`src/rtl/instr_decode_stage.sv`:
```
`default_nettype none
// ============================================================================
// Module   : instr_decode_stage
// Purpose  : Two-entry IF/ID buffer that splits MIPS words into fields, classifies
//            R/I/J format and builds the extended immediate at push time.
//            Define IDSTAGE_ILLEGAL_EN to add the per-entry illegal-opcode flag.
// Revision : 1.0  initial release
// ============================================================================
module instr_decode_stage #(
    parameter int DATA_W = 32,
    parameter int PC_W   = 32
) (
    input  logic              clk,
    input  logic              rst,
    input  logic              in_valid,
    output logic              in_ready,
    input  logic [31:0]       in_instr,
    input  logic [PC_W-1:0]   in_pc,
    input  logic              flush,
    output logic              out_valid,
    input  logic              out_ready,
    output logic [PC_W-1:0]   out_pc,
    output logic [5:0]        op,
    output logic [4:0]        rs,
    output logic [4:0]        rt,
    output logic [4:0]        rd,
    output logic [4:0]        shamt,
    output logic [5:0]        funct,
    output logic [15:0]       immi,
    output logic [25:0]       immj,
    output logic [DATA_W-1:0] imm_ext,
    output logic [1:0]        fmt,
`ifdef IDSTAGE_ILLEGAL_EN
    output logic              illegal,
`endif
    output logic [1:0]        occ
);

    localparam logic [1:0] c_FMT_R    = 2'd0;
    localparam logic [1:0] c_FMT_I    = 2'd1;
    localparam logic [1:0] c_FMT_J    = 2'd2;
    localparam logic [1:0] c_OCC_FULL = 2'd2;

    // ---------------- ingress decode ----------------
    logic [5:0]        w_in_op;
    logic [15:0]       w_in_immi;
    logic [1:0]        w_in_fmt;
    logic [DATA_W-1:0] w_in_imm_ext;

    assign w_in_op   = in_instr[31:26];
    assign w_in_immi = in_instr[15:0];

    always_comb begin
        w_in_fmt = c_FMT_I;
        if (w_in_op == 6'h00)
            w_in_fmt = c_FMT_R;
        else if (w_in_op == 6'h02 || w_in_op == 6'h03)
            w_in_fmt = c_FMT_J;
    end

    // Logical immediates zero-extend; lui places immi in the upper half of the
    // low word and sign-extends that 32-bit value into any wider datapath.
    always_comb begin
        w_in_imm_ext = DATA_W'($signed(w_in_immi));
        case (w_in_op)
            6'h0C, 6'h0D, 6'h0E: w_in_imm_ext = DATA_W'(w_in_immi);
            6'h0F:               w_in_imm_ext = DATA_W'($signed({w_in_immi, 16'h0000}));
            default:             w_in_imm_ext = DATA_W'($signed(w_in_immi));
        endcase
    end

`ifdef IDSTAGE_ILLEGAL_EN
    logic w_in_illegal;

    always_comb begin
        w_in_illegal = 1'b1;
        case (w_in_op)
            6'h00, 6'h02, 6'h03, 6'h04, 6'h05, 6'h06, 6'h07,
            6'h08, 6'h09, 6'h0A, 6'h0B, 6'h0C, 6'h0D, 6'h0E, 6'h0F,
            6'h20, 6'h21, 6'h23, 6'h24, 6'h25, 6'h28, 6'h29, 6'h2B:
                w_in_illegal = 1'b0;
            default:
                w_in_illegal = 1'b1;
        endcase
    end
`endif

    // ---------------- occupancy and pointers ----------------
    logic [1:0] r_occ;
    logic       r_wr_ptr;
    logic       r_rd_ptr;
    logic       w_push;
    logic       w_pop;

    // in_ready depends only on registered occupancy, never on out_ready.
    assign in_ready  = (r_occ != c_OCC_FULL);
    assign out_valid = (r_occ != 2'd0);
    assign w_push    = in_valid && in_ready && !flush;
    assign w_pop     = out_valid && out_ready && !flush;
    assign occ       = r_occ;

    always_ff @(posedge clk or posedge rst) begin
        if (rst) begin
            r_occ    <= 2'd0;
            r_wr_ptr <= 1'b0;
            r_rd_ptr <= 1'b0;
        end else if (flush) begin
            r_occ    <= 2'd0;
            r_wr_ptr <= 1'b0;
            r_rd_ptr <= 1'b0;
        end else begin
            if (w_push)
                r_wr_ptr <= ~r_wr_ptr;
            if (w_pop)
                r_rd_ptr <= ~r_rd_ptr;
            case ({w_push, w_pop})
                2'b10:   r_occ <= r_occ + 2'd1;
                2'b01:   r_occ <= r_occ - 2'd1;
                default: r_occ <= r_occ;
            endcase
        end
    end

    // ---------------- entry storage ----------------
    logic [31:0]       r_instr   [2];
    logic [PC_W-1:0]   r_pc      [2];
    logic [1:0]        r_fmt     [2];
    logic [DATA_W-1:0] r_imm_ext [2];

    always_ff @(posedge clk or posedge rst) begin
        if (rst) begin
            for (int i = 0; i < 2; i++) begin
                r_instr[i]   <= '0;
                r_pc[i]      <= '0;
                r_fmt[i]     <= c_FMT_R;
                r_imm_ext[i] <= '0;
            end
        end else if (w_push) begin
            r_instr[r_wr_ptr]   <= in_instr;
            r_pc[r_wr_ptr]      <= in_pc;
            r_fmt[r_wr_ptr]     <= w_in_fmt;
            r_imm_ext[r_wr_ptr] <= w_in_imm_ext;
        end
    end

`ifdef IDSTAGE_ILLEGAL_EN
    logic r_illegal [2];

    always_ff @(posedge clk or posedge rst) begin
        if (rst) begin
            r_illegal[0] <= 1'b0;
            r_illegal[1] <= 1'b0;
        end else if (w_push) begin
            r_illegal[r_wr_ptr] <= w_in_illegal;
        end
    end

    assign illegal = r_illegal[r_rd_ptr];
`endif

    // ---------------- head-entry outputs ----------------
    logic [31:0] w_head;

    assign w_head  = r_instr[r_rd_ptr];
    assign out_pc  = r_pc[r_rd_ptr];
    assign op      = w_head[31:26];
    assign rs      = w_head[25:21];
    assign rt      = w_head[20:16];
    assign rd      = w_head[15:11];
    assign shamt   = w_head[10:6];
    assign funct   = w_head[5:0];
    assign immi    = w_head[15:0];
    assign immj    = w_head[25:0];
    assign fmt     = r_fmt[r_rd_ptr];
    assign imm_ext = r_imm_ext[r_rd_ptr];

endmodule
`default_nettype wire
```
`config.mk`:
```
export PLATFORM = sky130hd
export DESIGN_NAME = instr_decode_stage
export DESIGN_NICKNAME = d
export VERILOG_FILES = /design/src/rtl/instr_decode_stage.sv
export SDC_FILE = /design/constraint.sdc
export NUM_CORES = 1
export LEC_CHECK = 0
export ABC_AREA = 1
export CORE_UTILIZATION = 45
export DETAILED_ROUTE_END_ITERATION = 6
export GPL_ROUTABILITY_DRIVEN = 1
export GPL_TIMING_DRIVEN = 0
export HOLD_SLACK_MARGIN = 0.02
export PLACE_DENSITY = 0.78
export SLEW_MARGIN = 20
export SYNTH_ARGS = -nofsm -noshare
export SYNTH_HDL_FRONTEND = slang
export SYNTH_SLANG_ARGS = --single-unit
```
`constraint.sdc`:
```
create_clock -name clk -period 6.2 [get_ports clk]
set_input_delay 1.24 -clock clk [delete_from_list [all_inputs] [get_ports clk]]
set_output_delay 1.24 -clock clk [all_outputs]
set_load 0.05 [all_outputs]
```
==> reports/summary.log <==
qor: clocking.max-clock-path-buffers 2
qor: yosys.asyncSetResetFlopFracSynth 100%
qor: yosys.syn_avg_cell_area 8.08 um^2
qor: clocking.tritoncts built
qor: timing.period_share 77.3%
qor: floorplanning.start_util 46.1%
qor: yosys.postSynth.topFlopCell dfrtp_1
qor: yosys.synth_area_leader_cell dfrtp_1
qor: worst_setup_path.startpoint_type flip-flop
qor: yosys.synth_top_family_by_area simple AND/OR/NAND/NOR gates
qor: pwr.ir_drop 454 uV
qor: pwr.power.total 7.88 mW
qor: worst_setup_path.cell_type_of_the_slowest_stage_on_the_worst_timing_path clkdlybuf4s50_1
qor: yosys.share_of_yosys_cell_area_claimed_by_the_top_area_cell_type 53.5%
qor: yosys.netlist_area 0.00935 mm^2
qor: layout.post_route_cells_drive_above_1_share 9.80%
qor: layout.area_delta_synth_final 33.9%
qor: global_routing.grt_start_max_net_pins 35
qor: floorplanning.overall_die_width 146 um
qor: clocking.cts-resized-gates 0
qor: job.drv.max_cap_violation_count 0
qor: min_path.holdPathStages 2
qor: layout.finish.net_count 1464
qor: clocking.clkSinkCount 200
qor: timing.finalMaxSlewViolations 0
qor: timing.report.final.hold_viol_count 0
qor: min_path.hold_path_class reg2reg
qor: worst_setup_path.cp_cell_instances clkbuf_1 > inv_1 > clkbuf_1 > clkbuf_1 > nand2_1 > nand2_1 > buf_4 > clkdlybuf4s50_1
qor: timing.tightestPinTransition 0.732 ns
qor: timing.layout_min_cycle_time 4.79 ns
qor: global_routing.global_route.overflow_total 0
qor: pwr.power.density_cell_area 629 mW/mm^2
qor: yosys.post_synth_fa_ha_maj_area_fraction 0%
qor: yosys.synth_enable_flop_cells 0
qor: clocking.cts_max_level 4
qor: floorplanning.fp-row-count 52
qor: global_routing.number_of_antenna_violations_at_the_first_check_in_global_routing 0
qor: clocking.post_cts_buffers 0
qor: yosys.simple_gate_area_share_of_the_yosys_netlist 22.3%
qor: layout.layout_commonest_cell nand2_1
qor: outcome.run_status finished, final reports clean
qor: timing.final_layout_setup_total_negative_slack 0 ns
qor: floorplanning.io_pins 213
qor: routing.route.detailed.vias_per_inst 4.98
qor: worst_setup_path.critPathCaptureType primary output
qor: worst_setup_path.timing.critical_path.fanout_max 10
qor: floorplanning.chipHeight 146 um
qor: worst_setup_path.critPathRequiredTime 4.96 ns
qor: routing.routedWlPerCell 15.8 um
qor: worst_setup_path.worst-r2r-setup-slack 4.35 ns
qor: worst_setup_path.timing.rr.end r_instr[37]$_DFFE_PP0P_
qor: timing.slew_headroom 51.2%
qor: timing.grt_setup_unrepaired false
qor: routing.drtPass1Iterations 7
qor: layout.fillerInstances 1764
qor: placed_design.detailed_place_hpwl 19100 um
qor: worst_setup_path.cpPeakStageDelay 0.79 ns
qor: floorplanning.core 0.0203 mm^2
qor: yosys.syn_inst 1158
qor: worst_setup_path.arrival 3.55 ns
qor: timing.number_of_endpoints_failing_setup_at_the_final_stage 0
qor: timing.max_freq 209 MHz
qor: routing.drt_wl_total 26500 um
qor: worst_setup_path.setup.worst_path.class reg2out
qor: floorplanning.die-area 0.0214 mm^2
qor: layout.antenna_cells 0
qor: routing.first_iter_violations 572
qor: placed_design.finalWeightedCongestion 0.819
qor: min_path.worstHoldStart r_imm_ext[17]$_DFFE_PP0P_
qor: yosys.synth.yosys.seq_area_share 53.5%
qor: pwr.power_leakage 6.28 nW
qor: timing.whs 0.478 ns
qor: yosys.yosysWarningCount 0
qor: min_path.worst_hold_path.endpoint r_imm_ext[17]$_DFFE_PP0P_
qor: clocking.cts_made_buffers 17
qor: worst_setup_path.worst-r2r-cell-count 9
qor: yosys.synthMuxAreaShare 0%
qor: placed_design.buffer_ports.inserted 212
qor: timing.fin_skew 0.00960 ns
qor: yosys.synth_area_leaders dfrtp_1 54%, nand2_1 21%, o21ai_1 6.4%
qor: routing.drc_errors 0
qor: global_routing.grt.total_usage 25.4%
qor: clocking.holdBufCountCts 0
qor: routing.detailroute.via_count 8355
qor: clocking.cts_root_buf clkbuf_16
qor: worst_setup_path.critPathMostFrequentCell clkbuf_1
qor: yosys.synth_seq_cells 200
qor: clocking.cts.reportedPaths.clkPinSlew 0.07 ns
qor: yosys.synth_xor_xnor_area_share 0%
qor: yosys.syn-num-nets 1227
qor: global_routing.via_count_of_the_first_global_routing_pass 8122
qor: global_routing.wire_length_of_the_first_global_routing_pass 42300 um
qor: worst_setup_path.critical_path.reg2reg.startpoint occ[0]$_DFFE_PP0P_
qor: clocking.clk_latency 0.44 ns
qor: layout.layout.cells.most_common_list 525 x nand2_1, 212 x clkdlybuf4s50_1, 200 x dfrtp_1, 119 x o21ai_1, 89 x inv_1
qor: yosys.synth_compound_gate_area_share 12.7%
qor: routing.number_of_routed_nets_with_antenna_violations 0
qor: yosys.ys_types 19
power by group:
group          switching [mW]  internal (mW)
sequential              0.307           1.89
clock                   0.492          0.629
combinational            3.03           1.54
total                    3.83           4.06
critical path, delay by kind of cell (launching register included):
kind	cells	cell delay, ns
buf+inv	6	2.47
flops	1	0.36
simple gates	2	0.28
layout make-up:
class                   instances  area, um^2  share of cell area [%]
plain buffers                 108         718                    5.73
multi-input cells             756        3270                    26.1
well taps                     270         338                    2.70
flip-flops and latches        200        5000                    40.0
inverters                      94         362                    2.89
clock buffers                  22         474                    3.79
clock inverters                10         116                   0.929
repair buffers                218        2240                    17.9
Yosys cell counts, types with 3 or more instances:
master,count
nand2_1,525
dfrtp_1,200
o21ai_0,71
nor2_1,4
o21ai_1,119
buf_2,4
inv_1,90
nand2_4,3
o21ai_2,26
clkbuf_1,42
buf_6,20
buf_4,42
metal layers:
layer / track usage [%] / vias to the layer above / part of all wire (%)
li1: - / 4018 / -
met4: 8.18 / 0 / 1.7
met3: 3.78 / 34 / 6.9
met1: 34.2 / 3969 / 43
met2: 42.4 / 334 / 49
met5: 0 / - / 0
cell families after synthesis:
group | after synthesis
AND/OR/NAND/NOR | 538
AO/OA/AOI/OAI | 218
buffers and inverters | 202
flip-flops | 200
flip-flops by register name (all words and copies together), names as in the netlist:
register   count
r_imm_ext     64
r_wr_ptr       1
r_pc          64
r_instr       64
r_rd_ptr       1
occ            2
r_fmt          4
worst max path at each step:
| stage | cells past startpoint | start | end | slack [ns] |
|---|---|---|---|---|
| 3_5_place_dp | 8 | r_rd_ptr$_DFFE_PP0P_ | rd[2] | 1.91 |
| 4_1_cts | 8 | r_rd_ptr$_DFFE_PP0P_ | immj[14] | 1.40 |
| 2_1_floorplan | 1 | rst | occ[0]$_DFFE_PP0P_ | 2.37 |
| 6_report | 8 | r_rd_ptr$_DFFE_PP0P_ | immj[14] | 1.41 |
| 5_1_grt | 8 | r_rd_ptr$_DFFE_PP0P_ | immj[14] | 1.25 |
| 3_3_place_gp | 2 | rst | r_imm_ext[54]$_DFFE_PP0P_ | 0.84 |
metrics by stage:
step           instances  setup slack, ns  utilization (%)  cell area (um^2)
6_report            1678             1.41             61.7             12500
3_3_place_gp        1640            0.839             58.2             11800
3_5_place_dp        1646             1.91             58.8             11900
2_1_floorplan       1158             2.37                -              9360
5_1_grt             1678             1.25             61.7             12500
4_1_cts             1678             1.40             61.7             12500
Note: power is estimated with default switching activity, not from simulation.
